`config.mk`:
```
export PLATFORM = sky130hd
export DESIGN_NAME = seg_conv_sched_flat
export DESIGN_NICKNAME = d
export VERILOG_FILES = /design/src/rtl/seg_conv_sched_if.sv /design/src/rtl/seg_conv_sched.sv /design/src/flat_wrapper.sv
export SDC_FILE = /design/constraint.sdc
export NUM_CORES = 1
export LEC_CHECK = 0
export ABC_AREA = 1
export CORE_MARGIN = 10
export CORE_UTILIZATION = 53
export CTS_CLUSTER_DIAMETER = 30
export CTS_CLUSTER_SIZE = 40
export DETAILED_ROUTE_END_ITERATION = 8
export GPL_TIMING_DRIVEN = 0
export PLACE_DENSITY = 0.85
export SYNTH_ARGS = -nofsm -noshare
export SYNTH_HDL_FRONTEND = slang
export SYNTH_SLANG_ARGS = --single-unit
```
`constraint.sdc`:
```
create_clock -name clk -period 3.05 [get_ports clk]
set_input_delay 0.305 -clock clk [delete_from_list [all_inputs] [get_ports clk]]
set_output_delay 0.305 -clock clk [all_outputs]
set_load 0.01 [all_outputs]
```
`src/rtl/seg_conv_sched_if.sv`:
```
`default_nettype none
// ============================================================================
// Module      : seg_conv_sched_if
// Description : Requester and converter handshake bundle for seg_conv_sched.
// Revision    : 1.0 - initial release
// ============================================================================
interface seg_conv_sched_if;
    logic        req_a_valid;
    logic [13:0] req_a_num;
    logic        req_a_err;
    logic        req_a_ack;
    logic        req_b_valid;
    logic [13:0] req_b_num;
    logic        req_b_err;
    logic        req_b_ack;
    logic [13:0] conv_num;
    logic        conv_start;
    logic        conv_error;
    logic        conv_done;
    logic [31:0] conv_digits;

    // Scheduler side
    modport master (
        input  req_a_valid, req_a_num, req_a_err,
        input  req_b_valid, req_b_num, req_b_err,
        input  conv_done, conv_digits,
        output req_a_ack, req_b_ack,
        output conv_num, conv_start, conv_error
    );

    // Requester / converter side
    modport slave (
        output req_a_valid, req_a_num, req_a_err,
        output req_b_valid, req_b_num, req_b_err,
        output conv_done, conv_digits,
        input  req_a_ack, req_b_ack,
        input  conv_num, conv_start, conv_error
    );
endinterface
`default_nettype wire

```
`src/rtl/seg_conv_sched.sv`:
```
`default_nettype none
// ============================================================================
// Module      : seg_conv_sched
// Description : Round-robin sequencer for a shared 7-segment converter plus a
//               4-digit multiplexed display. Optional leading-zero blanking is
//               enabled by defining BLANK_LEADING_ZERO_EN.
// Revision    : 1.0 - initial release
// ============================================================================
module seg_conv_sched #(
    parameter int SCAN_DIV = 50000,
    parameter int TIMEOUT  = 64
) (
    input  wire logic              clk,
    input  wire logic              rst,
    seg_conv_sched_if.master       bus,
    output logic [7:0]             seg,
    output logic [3:0]             an,
    output logic                   busy
);
    localparam int C_WAIT_W = $clog2(TIMEOUT);
    localparam int C_SCAN_W = $clog2(SCAN_DIV);
    localparam logic [C_WAIT_W-1:0] C_WAIT_LAST = C_WAIT_W'(TIMEOUT - 1);
    localparam logic [C_SCAN_W-1:0] C_SCAN_LAST = C_SCAN_W'(SCAN_DIV - 1);
    localparam logic [31:0] C_ERR_WORD  = 32'h741C507C;
    localparam logic [31:0] C_ZERO_WORD = 32'h3F3F3F3F;

    localparam logic [1:0] C_IDLE  = 2'd0;
    localparam logic [1:0] C_ISSUE = 2'd1;
    localparam logic [1:0] C_WAIT  = 2'd2;
    localparam logic [1:0] C_LATCH = 2'd3;

    logic [1:0]          state_q, state_d;
    logic                last_b_q, last_b_d;
    logic                grant_b_q, grant_b_d;
    logic                err_q, err_d;
    logic [13:0]         conv_num_q, conv_num_d;
    logic [C_WAIT_W-1:0] wait_cnt_q, wait_cnt_d;
    logic                done_q, done_d;
    logic                abort_q, abort_d;
    logic [31:0]         shown_q, shown_d;
    logic [C_SCAN_W-1:0] scan_cnt_q, scan_cnt_d;
    logic [1:0]          idx_q, idx_d;
    logic [3:0]          an_q, an_d;
    logic [7:0]          seg_q, seg_d;

    logic                w_any_valid;
    logic                w_pick_b;
    logic                w_done_edge;
    logic                w_timeout;
    logic [7:0]          w_digit;
    logic [7:0]          w_disp;

    // B wins only when A is idle or A was served last
    assign w_any_valid = bus.req_a_valid | bus.req_b_valid;
    assign w_pick_b    = bus.req_b_valid & (~bus.req_a_valid | ~last_b_q);
    assign w_done_edge = bus.conv_done & ~done_q;
    assign w_timeout   = (wait_cnt_q == C_WAIT_LAST);
    assign w_digit     = shown_q[{idx_q, 3'b000} +: 8];

`ifdef BLANK_LEADING_ZERO_EN
    logic       shown_err_q, shown_err_d;
    logic [3:0] w_blank;

    always_comb begin
        w_blank    = 4'b0000;
        w_blank[3] = ~shown_err_q & (shown_q[31:24] == 8'h3F);
        w_blank[2] = w_blank[3] & (shown_q[23:16] == 8'h3F);
        w_blank[1] = w_blank[2] & (shown_q[15:8] == 8'h3F);
        w_disp     = w_blank[idx_q] ? 8'h00 : w_digit;
    end
`else
    assign w_disp = w_digit;
`endif

    always_ff @(posedge clk) begin
        if (rst) begin
            state_q    <= C_IDLE;
            last_b_q   <= 1'b1;
            grant_b_q  <= 1'b0;
            err_q      <= 1'b0;
            conv_num_q <= '0;
            wait_cnt_q <= '0;
            done_q     <= 1'b0;
            abort_q    <= 1'b0;
            shown_q    <= C_ZERO_WORD;
            scan_cnt_q <= '0;
            idx_q      <= 2'd0;
            an_q       <= 4'b1110;
            seg_q      <= 8'h3F;
`ifdef BLANK_LEADING_ZERO_EN
            shown_err_q <= 1'b0;
`endif
        end else begin
            state_q    <= state_d;
            last_b_q   <= last_b_d;
            grant_b_q  <= grant_b_d;
            err_q      <= err_d;
            conv_num_q <= conv_num_d;
            wait_cnt_q <= wait_cnt_d;
            done_q     <= done_d;
            abort_q    <= abort_d;
            shown_q    <= shown_d;
            scan_cnt_q <= scan_cnt_d;
            idx_q      <= idx_d;
            an_q       <= an_d;
            seg_q      <= seg_d;
`ifdef BLANK_LEADING_ZERO_EN
            shown_err_q <= shown_err_d;
`endif
        end
    end

    always_comb begin
        state_d = state_q;
        case (state_q)
            C_IDLE:  if (w_any_valid) state_d = C_ISSUE;
            C_ISSUE: state_d = C_WAIT;
            C_WAIT:  if (w_done_edge || w_timeout) state_d = C_LATCH;
            C_LATCH: state_d = C_IDLE;
            default: state_d = C_IDLE;
        endcase
    end

    always_comb begin
        last_b_d   = last_b_q;
        grant_b_d  = grant_b_q;
        err_d      = err_q;
        conv_num_d = conv_num_q;
        wait_cnt_d = wait_cnt_q;
        done_d     = done_q;
        abort_d    = abort_q;
        shown_d    = shown_q;
`ifdef BLANK_LEADING_ZERO_EN
        shown_err_d = shown_err_q;
`endif
        case (state_q)
            C_IDLE: begin
                if (w_any_valid) begin
                    last_b_d   = w_pick_b;
                    grant_b_d  = w_pick_b;
                    conv_num_d = w_pick_b ? bus.req_b_num : bus.req_a_num;
                    err_d      = w_pick_b ? bus.req_b_err : bus.req_a_err;
                end
            end
            C_ISSUE: begin
                wait_cnt_d = '0;
                done_d     = bus.conv_done;
            end
            C_WAIT: begin
                done_d     = bus.conv_done;
                wait_cnt_d = wait_cnt_q + 1'b1;
                if (w_done_edge)    abort_d = 1'b0;
                else if (w_timeout) abort_d = 1'b1;
            end
            C_LATCH: begin
                shown_d = abort_q ? C_ERR_WORD : bus.conv_digits;
`ifdef BLANK_LEADING_ZERO_EN
                shown_err_d = abort_q | err_q;
`endif
            end
            default: ;
        endcase
    end

    // Display scan is free-running and independent of the sequencer
    always_comb begin
        scan_cnt_d = (scan_cnt_q == C_SCAN_LAST) ? '0 : scan_cnt_q + 1'b1;
        idx_d      = (scan_cnt_q == C_SCAN_LAST) ? idx_q + 2'd1 : idx_q;
        an_d       = ~(4'b0001 << idx_q);
        seg_d      = w_disp;
    end

    always_comb begin
        bus.req_a_ack  = 1'b0;
        bus.req_b_ack  = 1'b0;
        bus.conv_start = 1'b0;
        bus.conv_error = 1'b0;
        if (state_q == C_ISSUE) begin
            bus.req_a_ack  = ~grant_b_q;
            bus.req_b_ack  = grant_b_q;
            bus.conv_start = ~err_q;
            bus.conv_error = err_q;
        end
    end

    assign bus.conv_num = conv_num_q;
    assign busy         = (state_q != C_IDLE);
    assign an           = an_q;
    assign seg          = seg_q;
endmodule
`default_nettype wire

```
`src/flat_wrapper.sv`:
```
// flat-port wrapper written by rule: the top's interface ports become plain ports
module seg_conv_sched_flat 
#(
    parameter int SCAN_DIV = 50000,
    parameter int TIMEOUT  = 64
)
  (clk, rst, seg, an, busy, bus_req_a_valid, bus_req_a_num, bus_req_a_err, bus_req_b_valid, bus_req_b_num, bus_req_b_err, bus_conv_done, bus_conv_digits, bus_req_a_ack, bus_req_b_ack, bus_conv_num, bus_conv_start, bus_conv_error);
  seg_conv_sched_if bus_i ();
  input  wire logic clk;
  input  wire logic rst;
  output logic [7:0] seg;
  output logic [3:0] an;
  output logic busy;
  input wire logic [$bits(bus_i.req_a_valid)-1:0] bus_req_a_valid;
  input wire logic [$bits(bus_i.req_a_num)-1:0] bus_req_a_num;
  input wire logic [$bits(bus_i.req_a_err)-1:0] bus_req_a_err;
  input wire logic [$bits(bus_i.req_b_valid)-1:0] bus_req_b_valid;
  input wire logic [$bits(bus_i.req_b_num)-1:0] bus_req_b_num;
  input wire logic [$bits(bus_i.req_b_err)-1:0] bus_req_b_err;
  input wire logic [$bits(bus_i.conv_done)-1:0] bus_conv_done;
  input wire logic [$bits(bus_i.conv_digits)-1:0] bus_conv_digits;
  output wire logic [$bits(bus_i.req_a_ack)-1:0] bus_req_a_ack;
  output wire logic [$bits(bus_i.req_b_ack)-1:0] bus_req_b_ack;
  output wire logic [$bits(bus_i.conv_num)-1:0] bus_conv_num;
  output wire logic [$bits(bus_i.conv_start)-1:0] bus_conv_start;
  output wire logic [$bits(bus_i.conv_error)-1:0] bus_conv_error;
  assign bus_i.req_a_valid = bus_req_a_valid;
  assign bus_i.req_a_num = bus_req_a_num;
  assign bus_i.req_a_err = bus_req_a_err;
  assign bus_i.req_b_valid = bus_req_b_valid;
  assign bus_i.req_b_num = bus_req_b_num;
  assign bus_i.req_b_err = bus_req_b_err;
  assign bus_i.conv_done = bus_conv_done;
  assign bus_i.conv_digits = bus_conv_digits;
  assign bus_req_a_ack = bus_i.req_a_ack;
  assign bus_req_b_ack = bus_i.req_b_ack;
  assign bus_conv_num = bus_i.conv_num;
  assign bus_conv_start = bus_i.conv_start;
  assign bus_conv_error = bus_i.conv_error;
  seg_conv_sched #(.SCAN_DIV(SCAN_DIV), .TIMEOUT(TIMEOUT)) u_core (.clk(clk), .rst(rst), .bus(bus_i), .seg(seg), .an(an), .busy(busy));
endmodule
```
==> metrics.csv, run 1 <==
metric;value;unit
status;completed;
vias;3779;
dp_hpwl;7990;um
area_growth;33.1;%
period_minus_slack;2.01;ns
ctsHtreeMaxLevel;3;
ys_seq_elements;89;
cp-end-kind;primary output;
layout_commonest_cell;nand2_1;
grt_overflow;0;
rows;31;
hold_class;input port to register;
die_w;106;um
ys_seq_area_frac;0.457;
crit_top_cell;inv_1;
routed.top_layer;met4;
vias_per_cell;5.21;
first_pass_iters;5;
drc_errors;0;
routedLengthMet1;4480;um
cts_tree;done;
die_area;11200;sq um
cp.arrival;1.70;ns
setup_ws;1.04;ns
grt_usage;0.185;
hold_viol_final;0;
cts_made_buffers;9;
setup_tns;0;ns
reg2regPathDepth;8;
cts_resized;0;
first_global_vias;3772;
cts.sinks;89;
worstPathCellList;inv_1 > ha_1 > inv_1 > nor2_1 > clkdlybuf4s50_1;
synth_cells;515;
leakage;0.00198;uW
die_y;106;um
cp_data_required_time;2.74;ns
syn_nets;592;
cts_buffer_depth;2;
n_antenna_cell;0;
postCtsHoldBufs;0;
start_kind;register;
tightestPinTransition;0.557;ns
setup_viol;0;
pre_cts_slack;1.30;ns
ios;98;
relSlewSlack;0.628;
timing.fmax;498;MHz
wirelength;10400;um
path_max_fanout;3;
vdd_drop_max;0.000367;V
drive_gt1_frac;0.102;
crit_slowest_cell;clkdlybuf4s50_1;
core;7210;sq um
drt_iter0_drc;128;
postCtsSetupRepairBufs;0;
holdPathStages;2;
ant_nets;0;
maxCapViolCount;0;
final_nets;699;
power_density;635;nW/um^2
insertion_delay;0.36;ns
gp_congestion;0.850;
slowest_delay;0.55;ns
slew_viol_final;0;
dr_wl_met2;4860;um
synthesis.area;3890;sq um
grt_max_degree;16;
cts_root_buf;clkbuf_8;
grt_pass1_wl;17200;um
fin_skew;0.0107;ns
rsz0062_at_grt;no;
nFillCells;570;
critPathKind;register to primary output;
antenna_found_initial;0;
syn_area_per_cell;7.56;sq um
wl_met3;886;um
synth_warnings;0;
min_period_over_period;0.658;
io_buffers;96;
clk_pin_slew;0.09;ns
hold_ws;0.295;ns
yosysUniqueCellTypes;36;
wl_per_cell;14.3;um
start_util;0.540;
layout_common_cells;nand2_1, clkdlybuf4s50_1, dfxtp_1, nor2_1;
cell type report:
| class | instances | area [sq um] | area share |
|---|---|---|---|
| Clock buffer | 11 | 141 | 0.0273 |
| Inverter | 56 | 210 | 0.0405 |
| Sequential cell | 89 | 1780 | 0.344 |
| Clock inverter | 5 | 63.8 | 0.0123 |
| Tap cell | 99 | 124 | 0.0239 |
| Buffer | 23 | 119 | 0.0229 |
| Multi-Input combinational cell | 347 | 1780 | 0.344 |
| Timing Repair Buffer | 96 | 961 | 0.185 |
routing by layer:
metal / GRT usage / vias up
met2: 0.310 / 141
met5: 0 / -
li1: - / 1892
met4: 0.0706 / 0
met1: 0.207 / 1735
met3: 0.0713 / 11
flip-flops by register name, indices dropped and copies added, names as in the netlist:
signal,cells
u_core.abort_q,1
u_core.an,4
u_core.bus.conv_num,14
u_core.done_q,1
u_core.err_q,1
u_core.grant_b_q,1
u_core.idx_q,2
u_core.last_b_q,1
u_core.scan_cnt_q,16
u_core.seg,8
u_core.shown_q,32
u_core.state_q,2
u_core.wait_cnt_q,6
logic make-up (layout without fill, tap and decap cells):
logic type,after synthesis,after routing,synth area share
XOR/XNOR,6,6,0.0135
adder cells (fa/ha/maj),10,10,0.0321
AO/OA/AOI/OAI,125,125,0.181
AND/OR/NAND/NOR,206,206,0.232
buffers and inverters,79,191,0.0845
flip-flops,89,89,0.457
critical path, delay by kind of cell (launching register included):
family,cells,cell delay (ns)
adders and majority gates,1,0.21
buffers and inverters,3,0.72
DFF,1,0.34
and+or+nand+nor,1,0.08
synth_stat cells, drive strengths merged:
library cell / n / area [sq um]
o22ai: 11 / 68.8
o21ai: 45 / 225
nand2: 103 / 397
or2: 7 / 43.8
clkbuf: 9 / 35.0
nand3: 15 / 92.6
ha: 10 / 125
nand4: 6 / 37.5
buf: 14 / 83.8
nor2: 68 / 295
clkinv: 1 / 3.75
o221a: 2 / 22.5
a31oi: 1 / 6.26
nor3: 6 / 30.0
a211oi: 1 / 7.51
o211ai: 12 / 90.1
xnor2: 4 / 35.0
a21boi: 1 / 7.51
nand3b: 1 / 7.51
inv: 55 / 206
xor2: 2 / 17.5
dfxtp: 89 / 1780
a21oi: 52 / 275
report_power, final:
group	switching (uW)	leakage (uW)	internal [uW]	total [uW]
Clock	421	0.000100	407	828
Combinational	539	0.00115	473	1010
Sequential	101	0.000726	1350	1450
Total	1060	0.00198	2230	3290
per-stage QoR:
step | area (sq um) | instances | utilization | power, uW
after floorplan | 3890 | 515 | - | 2030
after global placement | 4980 | 710 | 0.690 | 2440
after detailed placement | 4980 | 710 | 0.690 | 2490
after CTS | 5180 | 726 | 0.719 | 3310
after global routing | 5180 | 726 | 0.719 | 3500
final | 5180 | 726 | 0.719 | 3290
path summary, 6_finish.rpt:
kind	startpoint	end	slack, ns
setup / recovery	u_core.state_q[1]	bus_conv_start	1.04
hold / removal	rst	u_core.shown_q[14]	0.30
setup reg to reg	u_core.idx_q[0]	u_core.idx_q[1]	1.37
hold reg to reg	u_core.shown_q[9]	u_core.shown_q[9]	0.47
No activity file was read; power rests on OpenSTA's default activity.
==> run 2: changes to the inputs <==
- CORE_UTILIZATION: 53 -> 49
- PLACE_DENSITY: 0.85 -> 0.8
- clock period: 3.05 -> 1.9 ns (I/O delays scaled with it)
==> metrics.csv, run 2 (synthesis results as in run 1) <==
metric;value;unit
layout_common_cells;nand2_1, clkdlybuf4s50_1, dfxtp_1, nor2_1;
hold_viol_final;0;
hp-start;rst;
cp.arrival;1.63;ns
r2r_start;u_core.idx_q[0];
drc_errors;0;
hold_ws;0.181;ns
power_density;1010;nW/um^2
area_growth;33.4;%
cts_root_buf;clkbuf_8;
core;7730;sq um
r2r_end;u_core.idx_q[1];
top_register;u_core.shown_q;
tightestPinTransition;0.603;ns
die_y;109;um
cts.sinks;89;
fin_skew;0.0111;ns
setup_tns;0;ns
setup_viol;0;
wirelength;10300;um
die_w;109;um
dr_wl_met2;4780;um
ctsHtreeMaxLevel;3;
path_max_fanout;3;
ios;98;
vias;3728;
cts_tree;done;
grt_pass1_wl;17100;um
largest_reg_flops;32;
placedCellCount;713;
rsz0062_at_grt;no;
whs_endpoint;u_core.shown_q[14];
relSlewSlack;0.598;
period_minus_slack;1.82;ns
grt_usage;0.176;
die_area;11900;sq um
start_util;0.504;
setup_ws;0.0806;ns
min_period_over_period;0.958;
first_global_vias;3702;
r2r_slack;0.25;ns
n_antenna_cell;0;
pre_cts_slack;0.256;ns
status;completed;
gp_congestion;0.861;
wl_per_cell;14.2;um
ant_nets;0;
leakage;0.00200;uW
critPathKind;register to primary output;
hold_class;input port to register;
drive_gt1_frac;0.108;
cts_made_buffers;9;
drt_iter0_drc;233;
layout_commonest_cell;nand2_1;
insertion_delay;0.35;ns
cp_data_required_time;1.71;ns
first_pass_iters;5;
routedLengthMet1;4360;um
grt_overflow;0;
reg2regPathDepth;8;
io_buffers;96;
routed.top_layer;met4;
cp-end-kind;primary output;
timing.fmax;550;MHz
start_kind;register;
dp_hpwl;7910;um
wl_met3;1040;um
vdd_drop_max;0.000610;V
antenna_found_initial;0;
clk_pin_slew;0.09;ns
vias_per_cell;5.11;
rows;32;
grt_max_degree;16;
fin_cells;729;
cts_buffer_depth;2;
maxCapViolCount;0;
slew_viol_final;0;
holdPathStages;2;
final_nets;699;
-- run 2: changes by cell type in the layout (fill, tap and decap cells not counted), sizes merged --
cell,before,now
clkdlybuf4s50,96,93
clkinvlp,1,3
dlymetal6s2s,0,2
clkbuf,20,19
clkinv,3,2
dlygate4sd2,0,1
-- run 2: worst max path at each step --
| stage | end | from | slack [ns] | cells past startpoint |
|---|---|---|---|---|
| floorplan | u_core.wait_cnt_q[5] | u_core.state_q[0] | 0.51 | 7 |
| global placement | u_core.err_q | bus_req_b_valid | 0.27 | 7 |
| detailed placement | u_core.err_q | bus_req_b_valid | 0.26 | 7 |
| CTS | busy | u_core.state_q[0] | 0.0003 | 4 |
| global route | bus_conv_error | u_core.state_q[1] | 0.002 | 5 |
| finish | bus_conv_error | u_core.state_q[1] | 0.08 | 5 |
-- run 2: cell type report --
type,count,area (sq um)
multi-input combinational,347,1790
inverter,56,210
timing repair buffer,96,965
clock buffer,10,138
buffer,23,119
tap,102,128
clock inverter,6,66.3
fill,641,2530
sequential,89,1780
-- run 2: layer usage --
metal,up-vias,global-route usage
li1,1890,-
met4,0,0.0584
met1,1675,0.200
met5,-,0
met2,150,0.300
met3,13,0.0637
-- run 2: critical path, stage by stage (launching register included) --
cell             delay [ns]
dfxtp_2                0.34
inv_1                  0.10
ha_2                   0.21
nand2_1                0.06
inv_1                  0.05
clkdlybuf4s50_1        0.52
-- run 2: timing repair --
| item | 4_1_cts | 5_1_grt |
|---|---|---|
| resized for setup | 1 | 5 |
| gates cloned | 0 | 0 |
| setup buffers | 0 | 0 |
| endpoints found under the setup margin | 1 | 4 |
| hold buffers | 0 | 0 |
-- run 2: where the power goes --
part	internal, uW	switching (uW)
combinational	747	850
clock	646	679
sequential	2170	163
total	3560	1690
-- run 2: metrics by stage --
| stage | power [uW] | utilization | area, sq um |
|---|---|---|---|
| 6_report | 5260 | 0.672 | 5200 |
| 5_1_grt | 5610 | 0.672 | 5200 |
| 4_1_cts | 5290 | 0.671 | 5190 |
| 3_5_place_dp | 3980 | 0.645 | 4980 |
| 3_3_place_gp | 3920 | 0.645 | 4980 |
| 2_1_floorplan | 3250 | - | 3890 |
